<file path="config.mk">
export PLATFORM = sky130hd
export DESIGN_NAME = counter_mod
export DESIGN_NICKNAME = d
export VERILOG_FILES = /design/src/rtl/counter_mod.sv
export SDC_FILE = /design/constraint.sdc
export NUM_CORES = 1
export LEC_CHECK = 0
export CORE_AREA = 5 5 42 44
export CTS_CLUSTER_DIAMETER = 40
export CTS_CLUSTER_SIZE = 16
export DETAILED_ROUTE_END_ITERATION = 8
export DIE_AREA = 0 0 47 49
export PLACE_DENSITY = 0.71
export SYNTH_ARGS = -nofsm -noshare
export SYNTH_HDL_FRONTEND = slang
export SYNTH_SLANG_ARGS = --single-unit
</file>
<file path="constraint.sdc">
create_clock -name clock -period 2.94 [get_ports clock]
set_clock_uncertainty 0.15 [all_clocks]
set_input_delay 0.588 -clock clock [delete_from_list [all_inputs] [get_ports clock]]
set_output_delay 0.588 -clock clock [all_outputs]
set_load 0.1 [all_outputs]
</file>
<file path="src/rtl/counter_mod.sv">
// Modulo-MODULUS counter with parallel load, edge-detected set buttons, a carry pulse and an at_max flag.
// Defining COUNTER_MOD_DOWN_EN adds the setting_down button.
module counter_mod #(
  parameter int MODULUS = 24,
  parameter int WIDTH   = 6,
  parameter int INIT    = 0
) (
  input  logic             clock,
  input  logic             reset,
  input  logic             enable,
  input  logic             load,
  input  logic             data_valid,
  input  logic [WIDTH-1:0] data,
  input  logic             setting_up,
`ifdef COUNTER_MOD_DOWN_EN
  input  logic             setting_down,
`endif
  output logic [WIDTH-1:0] count,
  output logic             carry,
  output logic             at_max
);

  // One extra bit so MODULUS == 2**WIDTH is representable in range compares.
  localparam logic [WIDTH:0]   MOD_EXT  = (WIDTH+1)'(MODULUS);
  localparam logic [WIDTH-1:0] MAX_VAL  = WIDTH'(MODULUS - 1);
  localparam logic [WIDTH-1:0] INIT_VAL = WIDTH'(INIT);

  logic             up_q;
  logic             up_edge;
  logic             dn_edge;
  logic             data_ok;
  logic             count_ok;
  logic [WIDTH-1:0] count_nxt;
  logic             carry_nxt;

  assign up_edge  = setting_up & ~up_q;
  assign data_ok  = {1'b0, data}  < MOD_EXT;
  assign count_ok = {1'b0, count} < MOD_EXT;
  assign at_max   = (count == MAX_VAL);

`ifdef COUNTER_MOD_DOWN_EN
  logic dn_q;
  assign dn_edge = setting_down & ~dn_q;

  always_ff @(posedge clock) begin
    if (reset) dn_q <= 1'b0;
    else       dn_q <= setting_down;
  end
`else
  assign dn_edge = 1'b0;
`endif

  // Set-mode actions never raise carry, so adjusting a field never ripples downstream.
  always_comb begin
    count_nxt = count;
    carry_nxt = 1'b0;
    if (load) begin
      if (data_valid)   count_nxt = data_ok ? data : MAX_VAL;
      else if (up_edge) count_nxt = at_max ? '0 : count + WIDTH'(1);
      else if (dn_edge) count_nxt = (count == '0) ? MAX_VAL : count - WIDTH'(1);
    end else if (!count_ok) begin
      count_nxt = '0;
    end else if (enable) begin
      if (at_max) begin
        count_nxt = '0;
        carry_nxt = 1'b1;
      end else begin
        count_nxt = count + WIDTH'(1);
      end
    end
  end

  always_ff @(posedge clock) begin
    if (reset) begin
      count <= INIT_VAL;
      carry <= 1'b0;
      up_q  <= 1'b0;
    end else begin
      count <= count_nxt;
      carry <= carry_nxt;
      up_q  <= setting_up;
    end
  end

endmodule

</file>
# Yosys cells after proc, flatten, opt, wreduce, memory -nomap -nowiden
# Index checks and enable logic that the tools add are counted.
# Widths: inputs -> output; s select.
[totals]
regBits = 8
latchBits = 0
ram_bits = 0
rom_bits = 0
input_bits = 12
output_inout_bits = 8
mem_count = 0
[op_classes]
addsub = 1
mul = 0
n_div = 0
order_cmp = 2
n_eq_ne = 3
n_shift = 0
mux = 8
n_bitwise = 4
n_reduce_logical = 2
[ops]
columns = ["operator", "n"]
rows = [
  ["$mux 6", 7],
  ["$lt 6x5->1 const B", 2],
  ["$add 6x1->6 const B", 1],
  ["$eq 6x5->1 const B", 1],
  ["$reduce_or 4->1", 1],
  ["$ne 3x1->1 const B", 1],
  ["$ne 3x3->1 const B", 1],
  ["$not 1->1", 3],
  ["$reduce_and 2->1", 1],
  ["$and 1x1->1", 1],
  ["$mux 1", 1],
]

# Longest topological paths before layout
[depth]
depth_word = 5
ltp_mapped = 5
mapped_depth_nobuf = 5

# Least setup slack after synthesis
# OpenSTA, ideal clock, no wires.
[synth_path]
path_kind = "register to output"
from = "reg count[0]"
to = "out at_max"
arrival_ps = 2378
t_required_ps = 2202
setup_slack_ps = -176
path_stages_with_launch = 5
n_path_buf = 0
path_cell_list = "dfxtp_1 -> ha_1 -> nand4b_1 -> or2_1 -> inv_1"
[synth_between]
elab_chain_cells = 1
[synth_lines]
columns = ["item", "line_no", "text"]
rows = [
  ["start: declaration", "18", "output logic [WIDTH-1:0] count,"],
  ["start signal: assignment", "79", "count <= count_nxt;"],
  ["$eq 6x5->1", "39", "assign at_max = (count == MAX_VAL);"],
  ["end: declaration", "20", "output logic at_max"],
]
# No other way between the ends.

# Worst setup path after layout
# Ends and elaborated chain as after synthesis.

==> impl_results.md <==
- Status: finished, final reports clean
- Max_slew headroom: 0.7428
- Area contributors post-synth: dfxtp_1 (32%), a21oi_1 (10%), o2bb2ai_2 (6.1%)
- Area share of the largest cell type after synthesis: 0.3232
- Average size of a mapped cell: 8.398 um2
- Worst setup startpoint: count[0]$_SDFFE_PP0P_
- GPL Wtd Cong: 0.9015
- Clock Sinks: 8
- Setup Crit Path Kind: reg -> out
- Clock Path Buffers: 2
- WL per Instance: 13.14 um
- Clk root buf: clkbuf_4
- Row count: 14
- Met2 WL post-DR: 622 um
- HPWL after DPL: 1053 um
- First-pass GRT wire length: 2145 um
- TritonCTS Buffers: 3
- RSZ-0062 raised after global routing: false
- Leakage: 0.2878 nW
- Final Hold Vio Count: 0
- Initial Util: 0.3536
- Share of layout cells above drive strength 1: 0.2099
- Crit Reg-Reg Startpoint: count[0]$_SDFFE_PP0P_
- Port Buffers: 19
- Pin count of the biggest net entering global routing: 8
- Vias in the first global route: 508
- Post CTS Setup Buffer Count: 0
- Post-synthesis instance area: 495.5 um2
- Worst skew pair latency: 250 ps
- Cells after Synth: 59
- CTS tree: built
- # setup viols final: 0
- Layout area overhead: 45.96%
- CTS resizes: 0
- DR top layer: met4
- Synth area leader: dfxtp_1
- DR DRC count: 0
- CTS HTree Levels: 1
- Metal1 wirelength: 546 um
- Crit path DAT: 1550 ps
- Netlist cell types: 28
- Drt pass-1 iters: 4
- Tmin final: 2289 ps
- Worst-path clk slew: 50 ps
- Via count: 525
- Die Y: 49 um
- FF-to-FF setup slack: 1250 ps
- Max-slew violations: 0
- Initial detailed-routing violation count: 12
- Max frequency: 436.8 MHz
- Startpoint type of the worst setup path: register
- Yosys warns: 0
- Worst vdd ir: 0.3048 mV
- Final hold slack: 400.2 ps
- Data required time at the worst endpoint: 2200 ps
- CP Capture Type: output pin
- Synthesized flop and latch total: 8
- Grt ovf: 0
- Final wirelength: 1275 um
- Pwr/cell area: 419.1 nW/um2
- Vias per cell: 5.412
- Post-synthesis net count: 72
- Die area: 2303 um2
- Final ANT Viol Nets: 0
- Final #Nets: 96
- CP Max Fanout: 5
- Hold Buf Count CTS: 0
- Setup tns final: 0 ps
- Final period util: 0.7787
- Core box area: 1401 um2
- Slew @ Worst Pin: 384.4 ps
- Antenna Cells: 0
- DR WL met3: 96 um
- Tot GR Track Use: 0.1248
- Hold crit path type: reg -> reg
- Min-delay src: count[1]$_SDFFE_PP0P_
- Initial antenna violation count: 0
- Die W: 47 um
- I/O Pins: 20
- Max cap viols: 0
- Register area share after synthesis: 0.3232
## cells in the mapped netlist
cell / instances
or2_1: 1
a21oi_1: 10
o2bb2ai_1: 1
nor3_1: 1
a2bb2oi_1: 1
nand4b_1: 1
o22a_1: 1
o2bb2ai_2: 2
ha_1: 1
o21ai_0: 2
nor2_1: 2
a31o_1: 1
nand3_1: 2
nor4b_1: 1
nand4_1: 1
nand2b_1: 3
dfxtp_1: 8
nor2b_1: 3
xnor2_1: 1
a31oi_1: 1
o32ai_1: 1
inv_1: 4
nand2_1: 4
a211o_4: 1
a211oi_1: 1
a32o_2: 1
o31ai_1: 1
o21ai_1: 2
## worst paths after layout
check | end | depth (start not counted)
setup / recovery | at_max | 5
hold / removal | count[1]$_SDFFE_PP0P_ | 2
setup reg to reg | count[4]$_SDFFE_PP0P_ | 5
hold reg to reg | count[1]$_SDFFE_PP0P_ | 2
## sequential cells by signal, indices dropped and copies added, names as in the netlist
register / cells
count: 6
carry: 1
up_q: 1
## report_power, final
part           total, mW  internal, mW  switching [mW]  leakage, nW
Combinational     0.0997        0.0359          0.0638        0.208
Sequential         0.122         0.115         0.00681       0.0661
Clock             0.0814        0.0465          0.0349       0.0138
Total              0.303         0.198           0.106        0.288
## area by class of cell
| type | instances | area (um2) |
|---|---|---|
| clock buffers | 3 | 22.52 |
| fillers | 144 | 678.2 |
| inverters | 4 | 15.01 |
| multi-input cells | 47 | 320.3 |
| flip-flops and latches | 8 | 162.7 |
| well taps | 16 | 20.02 |
| repair buffers | 19 | 182.7 |
## through the flow
stage / area, um2 / cells / worst slack, ps / power [mW] / utilization
floorplan: 498.0 / 59 / 36.95 / 0.1908 / -
global placement: 700.7 / 94 / 706.2 / 0.2233 / 0.5000
detailed placement: 700.7 / 94 / 693.2 / 0.2239 / 0.5000
CTS: 723.2 / 97 / 641.0 / 0.3068 / 0.5161
global route: 723.2 / 97 / 507.3 / 0.3258 / 0.5161
finish: 723.2 / 97 / 650.7 / 0.3031 / 0.5161
## layer usage
| metal | GRT usage | vias up |
|---|---|---|
| li1 | - | 270 |
| met1 | 0.1656 | 241 |
| met2 | 0.1787 | 12 |
| met3 | 0.06642 | 2 |
| met4 | 0.02304 | 0 |
| met5 | 0 | - |
## placed cells by master, fill, tap and decap left out, types with 2 or more instances in the layout
cell	Yosys	layout
o21ai_0	2	2
dfxtp_1	8	6
nor2_1	2	2
a21oi_1	10	10
dfxtp_2	0	2
buf_4	0	7
inv_1	4	4
nand2b_1	3	3
nand3_1	2	2
clkdlybuf4s50_1	0	11
nand2_1	4	4
clkbuf_4	0	3
o21ai_1	2	2
nor2b_1	3	3
o2bb2ai_2	2	2
## critical path, cell delays in order, from the launching register on
cell      delay [ps]
dfxtp_2          350
ha_1             220
nand4b_1         140
or2_1            290
inv_1            120
buf_12           180
## cells by family (layout without fill, tap and decap cells)
kind of cell,count (synthesis),count (layout),synth area share
compound gates,26,26,0.3915
xor+xnor,1,1,0.01768
fa+ha+maj,1,1,0.02525
buf+inv,4,26,0.03029
flops,8,8,0.3232
simple gates,19,19,0.2121
Note: power is estimated with default switching activity, not from simulation.
